## config.mk

```make
export PLATFORM = sky130hd
export DESIGN_NAME = instr_packer
export DESIGN_NICKNAME = d
export VERILOG_FILES = /design/src/rtl/instr_packer.sv
export SDC_FILE = /design/constraint.sdc
export NUM_CORES = 1
export LEC_CHECK = 0
export CAP_MARGIN = 15
export CORE_MARGIN = 4
export CORE_UTILIZATION = 38
export DETAILED_ROUTE_END_ITERATION = 8
export GPL_TIMING_DRIVEN = 0
export PLACE_DENSITY = 0.82
export SKIP_CTS_REPAIR_TIMING = 1
export SLEW_MARGIN = 25
export SYNTH_ARGS = -nofsm -noshare
export SYNTH_HDL_FRONTEND = slang
export SYNTH_SLANG_ARGS = --single-unit
```

## constraint.sdc

```tcl
create_clock -name clk -period 2.2 [get_ports clk]
set_clock_uncertainty 0.05 [all_clocks]
set_input_delay 0.55 -clock clk [delete_from_list [all_inputs] [get_ports clk]]
set_output_delay 0.55 -clock clk [all_outputs]
set_load 0.01 [all_outputs]
```

## src/rtl/instr_packer.sv

```systemverilog
// Packs decoded RV32 R/I/S/B fields into instruction words and streams them
// into instruction memory through a single-entry write register with backpressure.
module instr_packer #(
  parameter int address_width = 32,
  parameter int ADDR_WIDTH    = 8,
  parameter int DEPTH         = 256
) (
  input  logic                            clk,
  input  logic                            rst_n,
  input  logic                            start,
  input  logic                            stop,
  input  logic                            in_valid,
  output logic                            in_ready,
  input  logic [1:0]                      fmt,
  input  logic [6:0]                      opcode,
  input  logic [4:0]                      rd,
  input  logic [4:0]                      rs1,
  input  logic [4:0]                      rs2,
  input  logic [2:0]                      funct3,
  input  logic [6:0]                      funct7,
  input  logic signed [address_width-1:0] imm,
  output logic                            we,
  input  logic                            wready,
  output logic [ADDR_WIDTH-1:0]           waddr,
  output logic [address_width-1:0]        wdata,
  output logic [ADDR_WIDTH:0]             count,
  output logic                            full,
  output logic                            range_err,
  output logic                            busy
);

  localparam logic [1:0] FMT_R = 2'd0;
  localparam logic [1:0] FMT_I = 2'd1;
  localparam logic [1:0] FMT_S = 2'd2;
  localparam logic [ADDR_WIDTH:0] DEPTH_C = (ADDR_WIDTH+1)'(DEPTH);

  typedef enum logic [1:0] {
    S_IDLE   = 2'd0,
    S_ACTIVE = 2'd1,
    S_FULL   = 2'd2,
    S_DONE   = 2'd3
  } state_t;

  function automatic logic [address_width-1:0] pack_word(
    input logic [1:0]  f,
    input logic [6:0]  opc,
    input logic [4:0]  d,
    input logic [4:0]  r1,
    input logic [4:0]  r2,
    input logic [2:0]  f3,
    input logic [6:0]  f7,
    input logic [12:0] im
  );
    logic [address_width-1:0] w;
    case (f)
      FMT_R:   w = {f7, r2, r1, f3, d, opc};
      FMT_I:   w = {im[11:0], r1, f3, d, opc};
      FMT_S:   w = {im[11:5], r2, r1, f3, im[4:0], opc};
      default: w = {im[12], im[10:5], r2, r1, f3, im[4:1], im[11], opc};
    endcase
    return w;
  endfunction

  // I/S take a 12-bit signed immediate; B takes a 13-bit even offset.
  function automatic logic imm_in_range(
    input logic [1:0]                      f,
    input logic signed [address_width-1:0] im
  );
    logic ok;
    case (f)
      FMT_R:        ok = 1'b1;
      FMT_I, FMT_S: ok = (im >= -2048) && (im <= 2047);
      default:      ok = (im >= -4096) && (im <= 4094) && !im[0];
    endcase
    return ok;
  endfunction

  state_t                   state, state_n;
  logic                     stop_pend, stop_pend_n;
  logic                     we_n;
  logic [ADDR_WIDTH-1:0]    waddr_n;
  logic [address_width-1:0] wdata_n;
  logic [ADDR_WIDTH:0]      count_n;
  logic                     full_n;
  logic                     range_err_n;
  logic [ADDR_WIDTH:0]      issued;
  logic                     accept, load, wdone;
  logic [address_width-1:0] enc_p0;
  logic                     ok_p0;

  assign enc_p0 = pack_word(fmt, opcode, rd, rs1, rs2, funct3, funct7, imm[12:0]);
  assign ok_p0  = imm_in_range(fmt, imm);

  always_comb begin
    state_n     = state;
    stop_pend_n = stop_pend;
    issued      = count + {{ADDR_WIDTH{1'b0}}, we};
    in_ready    = (state == S_ACTIVE) && !stop && !stop_pend && (!we || wready) &&
                  (issued < DEPTH_C);
    accept      = in_valid && in_ready;
    load        = accept && ok_p0;
    wdone       = we && wready;
    // start discards any pending word but a same-cycle accept still loads at address 0
    we_n        = load || (we && !wready && !start);
    wdata_n     = load ? enc_p0 : wdata;
    waddr_n     = start ? '0 : waddr + {{(ADDR_WIDTH-1){1'b0}}, wdone};
    count_n     = start ? '0 : count + {{ADDR_WIDTH{1'b0}}, wdone};
    full_n      = (count_n == DEPTH_C);
    range_err_n = (range_err && !start) || (accept && !ok_p0);
    busy        = (state == S_ACTIVE) || we;

    if (start) begin
      state_n     = S_ACTIVE;
      stop_pend_n = 1'b0;
    end else if (state == S_ACTIVE) begin
      if (count_n == DEPTH_C) begin
        state_n     = S_FULL;
        stop_pend_n = 1'b0;
      end else if ((stop || stop_pend) && !we_n) begin
        state_n     = S_DONE;
        stop_pend_n = 1'b0;
      end else if (stop) begin
        stop_pend_n = 1'b1;
      end
    end
  end

  always_ff @(posedge clk) begin
    if (!rst_n) begin
      state     <= S_IDLE;
      stop_pend <= 1'b0;
    end else begin
      state     <= state_n;
      stop_pend <= stop_pend_n;
    end
  end

  // output register stage: pending word, address and commit counters
  always_ff @(posedge clk) begin
    if (!rst_n) begin
      we        <= 1'b0;
      waddr     <= '0;
      wdata     <= '0;
      count     <= '0;
      full      <= 1'b0;
      range_err <= 1'b0;
    end else begin
      we        <= we_n;
      waddr     <= waddr_n;
      wdata     <= wdata_n;
      count     <= count_n;
      full      <= full_n;
      range_err <= range_err_n;
    end
  end

endmodule

```

==> results of run 1 <==
layer usage:
metal | up-vias | track usage | routed length, µm
li1 | 1390 | - | -
met1 | 1355 | 0.213 | 3470
met2 | 116 | 0.313 | 4190
met3 | 14 | 0.0587 | 701
met4 | 0 | 0.0566 | 125
met5 | - | 0 | 0
final timing paths:
path / endpoint / cells past startpoint
max: wdata[28] / 8
min: wdata[12] / 2
max reg2reg: full / 8
min reg2reg: wdata[12] / 2
layout make-up:
class,instances,area [µm²]
fill,542,2390
timing repair buffer,136,1410
sequential,55,1100
clock buffer,6,72.6
buffer,19,159
multi-input combinational,223,1640
tap,96,120
inverter,4,15.0
clock inverter,1,30.0
per-stage QoR:
step / power (µW) / utilization / hold WS [ns]
after detailed placement: 1340 / 0.608 / 0.399
after global placement: 1330 / 0.608 / 0.392
after global routing: 2060 / 0.656 / 0.437
after CTS: 1980 / 0.623 / 0.414
after floorplan: 1150 / - / 0.384
final: 1980 / 0.656 / 0.409
synthesized netlist by cell type (2+ instances only):
library cell,instances
a21oi_1,4
o211a_1,15
buf_6,5
o21ai_0,4
nand4_1,23
nand2b_1,5
xnor2_1,5
nor4_1,3
or3_1,4
a31oi_1,3
ha_1,8
buf_12,2
dfxtp_1,55
and4_4,2
clkbuf_1,11
buf_2,3
nand3_1,10
o31ai_1,2
nor2b_1,4
xor2_1,8
nor2_1,19
and3_1,5
nor3_1,2
mux2i_1,17
and2_1,7
inv_1,4
o211ai_1,2
or4_1,2
a22oi_1,15
nand2_1,39
where the power goes:
part / leakage (µW) / total, µW / internal, µW / switching (µW)
Clock: 0.0000513 / 650 / 334 / 315
Combinational: 0.00150 / 323 / 181 / 141
Sequential: 0.000445 / 1010 / 1000 / 3.89
Total: 0.00199 / 1980 / 1520 / 461
sequential cells by signal, indices dropped and copies added (netlist names):
register / flops
we: 1
count: 9
waddr: 8
full: 1
state: 2
stop_pend: 1
range_err: 1
wdata: 32
critical path, stage by stage:
cell,delay (ns)
clkdlybuf4s50_1,0.52
xnor2_1,0.10
a211oi_2,0.30
a21oi_4,0.10
and3_4,0.25
buf_6,0.13
buf_8,0.12
o211a_1,0.20
kinds of logic (layout without fill, tap and decap cells):
family,Yosys count,count (layout),share of synthesized area
buffers and inverters,26,166,0.0617
DFF,55,55,0.396
and+or+nand+nor,132,132,0.251
muxes,17,17,0.0612
xor gates and xnor gates,13,13,0.0410
adders and majority gates,8,8,0.0360
AOI/OAI and AO/OA,53,53,0.153
==> flow_metrics.env, run 1 <==
export IMPL_cp_start_kind="primary input"
export IMPL_setup_violations=0
export IMPL_ys_top_cells_by_area="dfxtp_1 40%, mux2i_1 6.1%, o211a_1 5.4%, nand2_1 5.3%, nand4_1 5.2%"
export IMPL_finalInstanceArea_um2=4550
export IMPL_dpl_cell_count=525
export IMPL_layout_setup_ws_ns=0.0761
export IMPL_die_width_um=93.5
export IMPL_hold_class="reg -> reg"
export IMPL_fin_setup_tns_ns=0
export IMPL_drv_cap=0
export IMPL_diodes=0
export IMPL_cts_max_level=2
export IMPL_power_density_nw_per_um2=434
export IMPL_ys_seq_elements=55
export IMPL_min_from="wdata[12]"
export IMPL_viasPerCell=5.32
export IMPL_io_buffers=125
export IMPL_first_pass_iters=4
export IMPL_synth_top_area_cell="dfxtp_1"
export IMPL_outcome="finished clean"
export IMPL_synthToLayoutAreaGrowth_pct=63.8
export IMPL_numCtsBuffers=5
export IMPL_yosysTopAreaCellShare=0.396
export IMPL_fin_crit_sh=0.965
export IMPL_cp_end_kind="flop"
export IMPL_grt_pass1_vias=2767
export IMPL_wl_per_cell_um=15.7
export IMPL_grt_overflow=0
export IMPL_drtIter0Drc=87
export IMPL_antenna_left=0
export IMPL_dpl_worst_slack_ns=-0.729
export IMPL_synth_nets=384
export IMPL_synthFlopType="dfxtp_1"
export IMPL_avgSynthCellArea_um2=9.15
export IMPL_p_leak_uw=0.00199
export IMPL_layout_nets=524
export IMPL_core_area_um2=6940
export IMPL_grt_max_degree=16
export IMPL_io_pins=126
export IMPL_antenna_found_initial=0
export IMPL_syn_area_um2=2780
export IMPL_floorplan_initialDensity=0.400
export IMPL_cp_startpoint="imm[11]"
export IMPL_clock_fmax_mhz=471
export IMPL_synth_cell_types=46
export IMPL_crit_arrival_ns=2.28
export IMPL_max_vdd_ir_drop_mv=0.263
export IMPL_timing_slew_headroom=0.673
export IMPL_ys_warn_count=0
export IMPL_cp_max_fo=9
export IMPL_clock_latency_ns=0.30
export IMPL_clockRootBuffer="clkbuf_8"
export IMPL_dpl_cell_area_um2=4220
export IMPL_die_y_um=93.5
export IMPL_cts_tree="built"
export IMPL_wirelength_um=8480
export IMPL_timing_final_max_slew_violations=0
export IMPL_cts_clk_slew_worst_paths_ns=0.09
export IMPL_cp_required_ns=2.35
export IMPL_std_cell_rows=30
export IMPL_die_area_um2=8750
export IMPL_drc=0
export IMPL_ys_seq_area_frac=0.396
export IMPL_finalHoldViolCount=0
export IMPL_clockBufferDepth=2
export IMPL_min_period_ns=2.12
export IMPL_final_common_cell="clkdlybuf4s50_1"
export IMPL_layout_drive_gt1_share=0.135
export IMPL_grt_pass1_wl_um=12800
export IMPL_grt_usage=0.181
export IMPL_cts_sinks=55
export IMPL_synthCells=304
export IMPL_final_cell_mix="100 x clkdlybuf4s50_1, 52 x dfxtp_1, 39 x nand2_1"
export IMPL_worst_slew_pin_transition_ns=0.490
export IMPL_reg2reg_slack_ns=0.09
export IMPL_async_flop_share=0
export IMPL_fin_cells=540
export IMPL_hpwl_um=6470
export IMPL_via_count=2875
export IMPL_critical_path_class="in -> reg"
export IMPL_gp_congestion=0.878
export IMPL_synth_enable_flop_cells=0
export IMPL_reg2reg_from="we"
(Power assumes the default switching activity.)
==> run 2: changes to the inputs <==
Clock period 2.2 ns to 1.9 ns, I/O delays scaled along.
==> flow_metrics.env, run 2 (same netlist as run 1, synthesis figures left out) <==
export IMPL_setup_violations=37
export IMPL_first_pass_iters=4
export IMPL_cts_tree="built"
export IMPL_timing_final_max_slew_violations=0
export IMPL_viasPerCell=5.25
export IMPL_std_cell_rows=30
export IMPL_io_buffers=125
export IMPL_antenna_left=0
export IMPL_hold_ws_ns=0.411
export IMPL_wirelength_um=8460
export IMPL_crit_arrival_ns=2.23
export IMPL_multiInputGateArea_um2=1650
export IMPL_timing_slew_headroom=0.710
export IMPL_core_area_um2=6940
export IMPL_cp_end_kind="flop"
export IMPL_clockRootBuffer="clkbuf_8"
export IMPL_largest_register="wdata"
export IMPL_dpl_cell_area_um2=4260
export IMPL_cpMostUsedCell="ha_4"
export IMPL_grt_pass1_wl_um=12900
export IMPL_die_area_um2=8750
export IMPL_cts_clk_slew_worst_paths_ns=0.09
export IMPL_layout_nets=531
export IMPL_clock_latency_ns=0.30
export IMPL_layout_drive_gt1_share=0.164
export IMPL_cts_sinks=55
export IMPL_grt_overflow=0
export IMPL_regArea_um2=1120
export IMPL_drc=0
export IMPL_p_leak_uw=0.00205
export IMPL_final_cell_mix="100 x clkdlybuf4s50_1, 46 x dfxtp_1, 39 x nand2_1"
export IMPL_hpwl_um=6500
export IMPL_hold_class="reg -> reg"
export IMPL_nFillCells=521
export IMPL_slowest_stage="a2111oi_4"
export IMPL_numCtsBuffers=5
export IMPL_reg_largest_list="wdata x32, count x9, waddr x8"
export IMPL_wl_per_cell_um=15.4
export IMPL_clockBufferDepth=2
export IMPL_drtIter0Drc=107
export IMPL_grt_usage=0.181
export IMPL_cts_max_level=2
export IMPL_layout_setup_ws_ns=-0.189
export IMPL_finalHoldViolCount=0
export IMPL_cp_max_fo=7
export IMPL_gp_congestion=0.877
export IMPL_cp_cell_sequence="and2_4, ha_4, ha_4, nor3_4, o2111ai_4, a2111oi_4, and3_4, o31ai_2"
export IMPL_cp_start_kind="flop"
export IMPL_grt_max_degree=17
export IMPL_diodes=0
export IMPL_min_period_ns=2.09
export IMPL_drv_cap=0
export IMPL_outcome="finished with violations"
export IMPL_fin_crit_sh=1.10
export IMPL_power_density_nw_per_um2=468
export IMPL_grt_pass1_vias=2778
export IMPL_final_common_cell="clkdlybuf4s50_1"
export IMPL_synthToLayoutAreaGrowth_pct=67.1
export IMPL_violations="negative setup slack"
export IMPL_max_vdd_ir_drop_mv=0.306
export IMPL_critical_path_class="reg -> reg"
export IMPL_worst_slew_pin_transition_ns=0.434
export IMPL_antenna_found_initial=0
export IMPL_slowest_delay_ns=0.39
export IMPL_die_y_um=93.5
export IMPL_die_width_um=93.5
export IMPL_via_count=2877
export IMPL_finalInstanceArea_um2=4650
export IMPL_largest_reg_flops=32
export IMPL_cp_required_ns=2.04
export IMPL_reg2reg_slack_ns=-0.19
export IMPL_floorplan_initialDensity=0.400
export IMPL_rsz0062_at_grt="yes"
export IMPL_clock_fmax_mhz=479
export IMPL_io_pins=126
[run 2: cell types whose count changed in the layout (fill, tap and decap cells not counted), sizes merged]
cell / previous run / this run
clkinvlp: 0 / 1
bufinv: 1 / 0
clkinv: 0 / 1
dlymetal6s2s: 22 / 23
buf: 20 / 26
[run 2: worst paths after layout]
check        cells past startpoint   endpoint  startpoint
max                              8  stop_pend          we
min                              2   wdata[6]    wdata[6]
max reg2reg                      8  stop_pend          we
min reg2reg                      2   wdata[6]    wdata[6]
[run 2: power breakdown]
| group | internal (µW) | switching, µW | total [µW] |
|---|---|---|---|
| sequential | 1150 | 4.32 | 1160 |
| clock | 259 | 374 | 633 |
| combinational | 217 | 163 | 380 |
[run 2: final cells by class]
type | instances | area share
Tap cell | 96 | 0.0258
Sequential cell | 55 | 0.241
Timing Repair Buffer | 143 | 0.318
Buffer | 19 | 0.0334
Multi-Input combinational cell | 223 | 0.356
Clock buffer | 6 | 0.0156
Clock inverter | 2 | 0.00269
Inverter | 4 | 0.00754
[run 2: per-stage QoR]
stage                util  power [µW]  cells  setup TNS (ns)  setup WS (ns)
global route        0.669        2290    548           -6.91         -0.263
detailed placement  0.613        1550    525          -41.41          -1.10
global placement    0.613        1550    525          -39.58          -1.04
CTS                 0.625        2180    533          -26.95         -0.771
finish              0.669        2170    548           -4.32         -0.189
floorplan               -        1330    304           -5.35         -0.229
[run 2: critical path: cells and delay by family, from the launching register on]
kind | cells | cell delay, ns
AO/OA/AOI/OAI | 3 | 0.61
adder cells (fa/ha/maj) | 2 | 0.36
flip-flops | 1 | 0.36
AND/OR/NAND/NOR | 3 | 0.60
[run 2: metal layers]
metal / part of all wire / global-route usage / up-vias
met5: 0 / 0 / -
met2: 0.50 / 0.322 / 100
met1: 0.42 / 0.214 / 1367
met3: 0.080 / 0.0579 / 8
li1: - / - / 1402
met4: 0.0074 / 0.0313 / 0
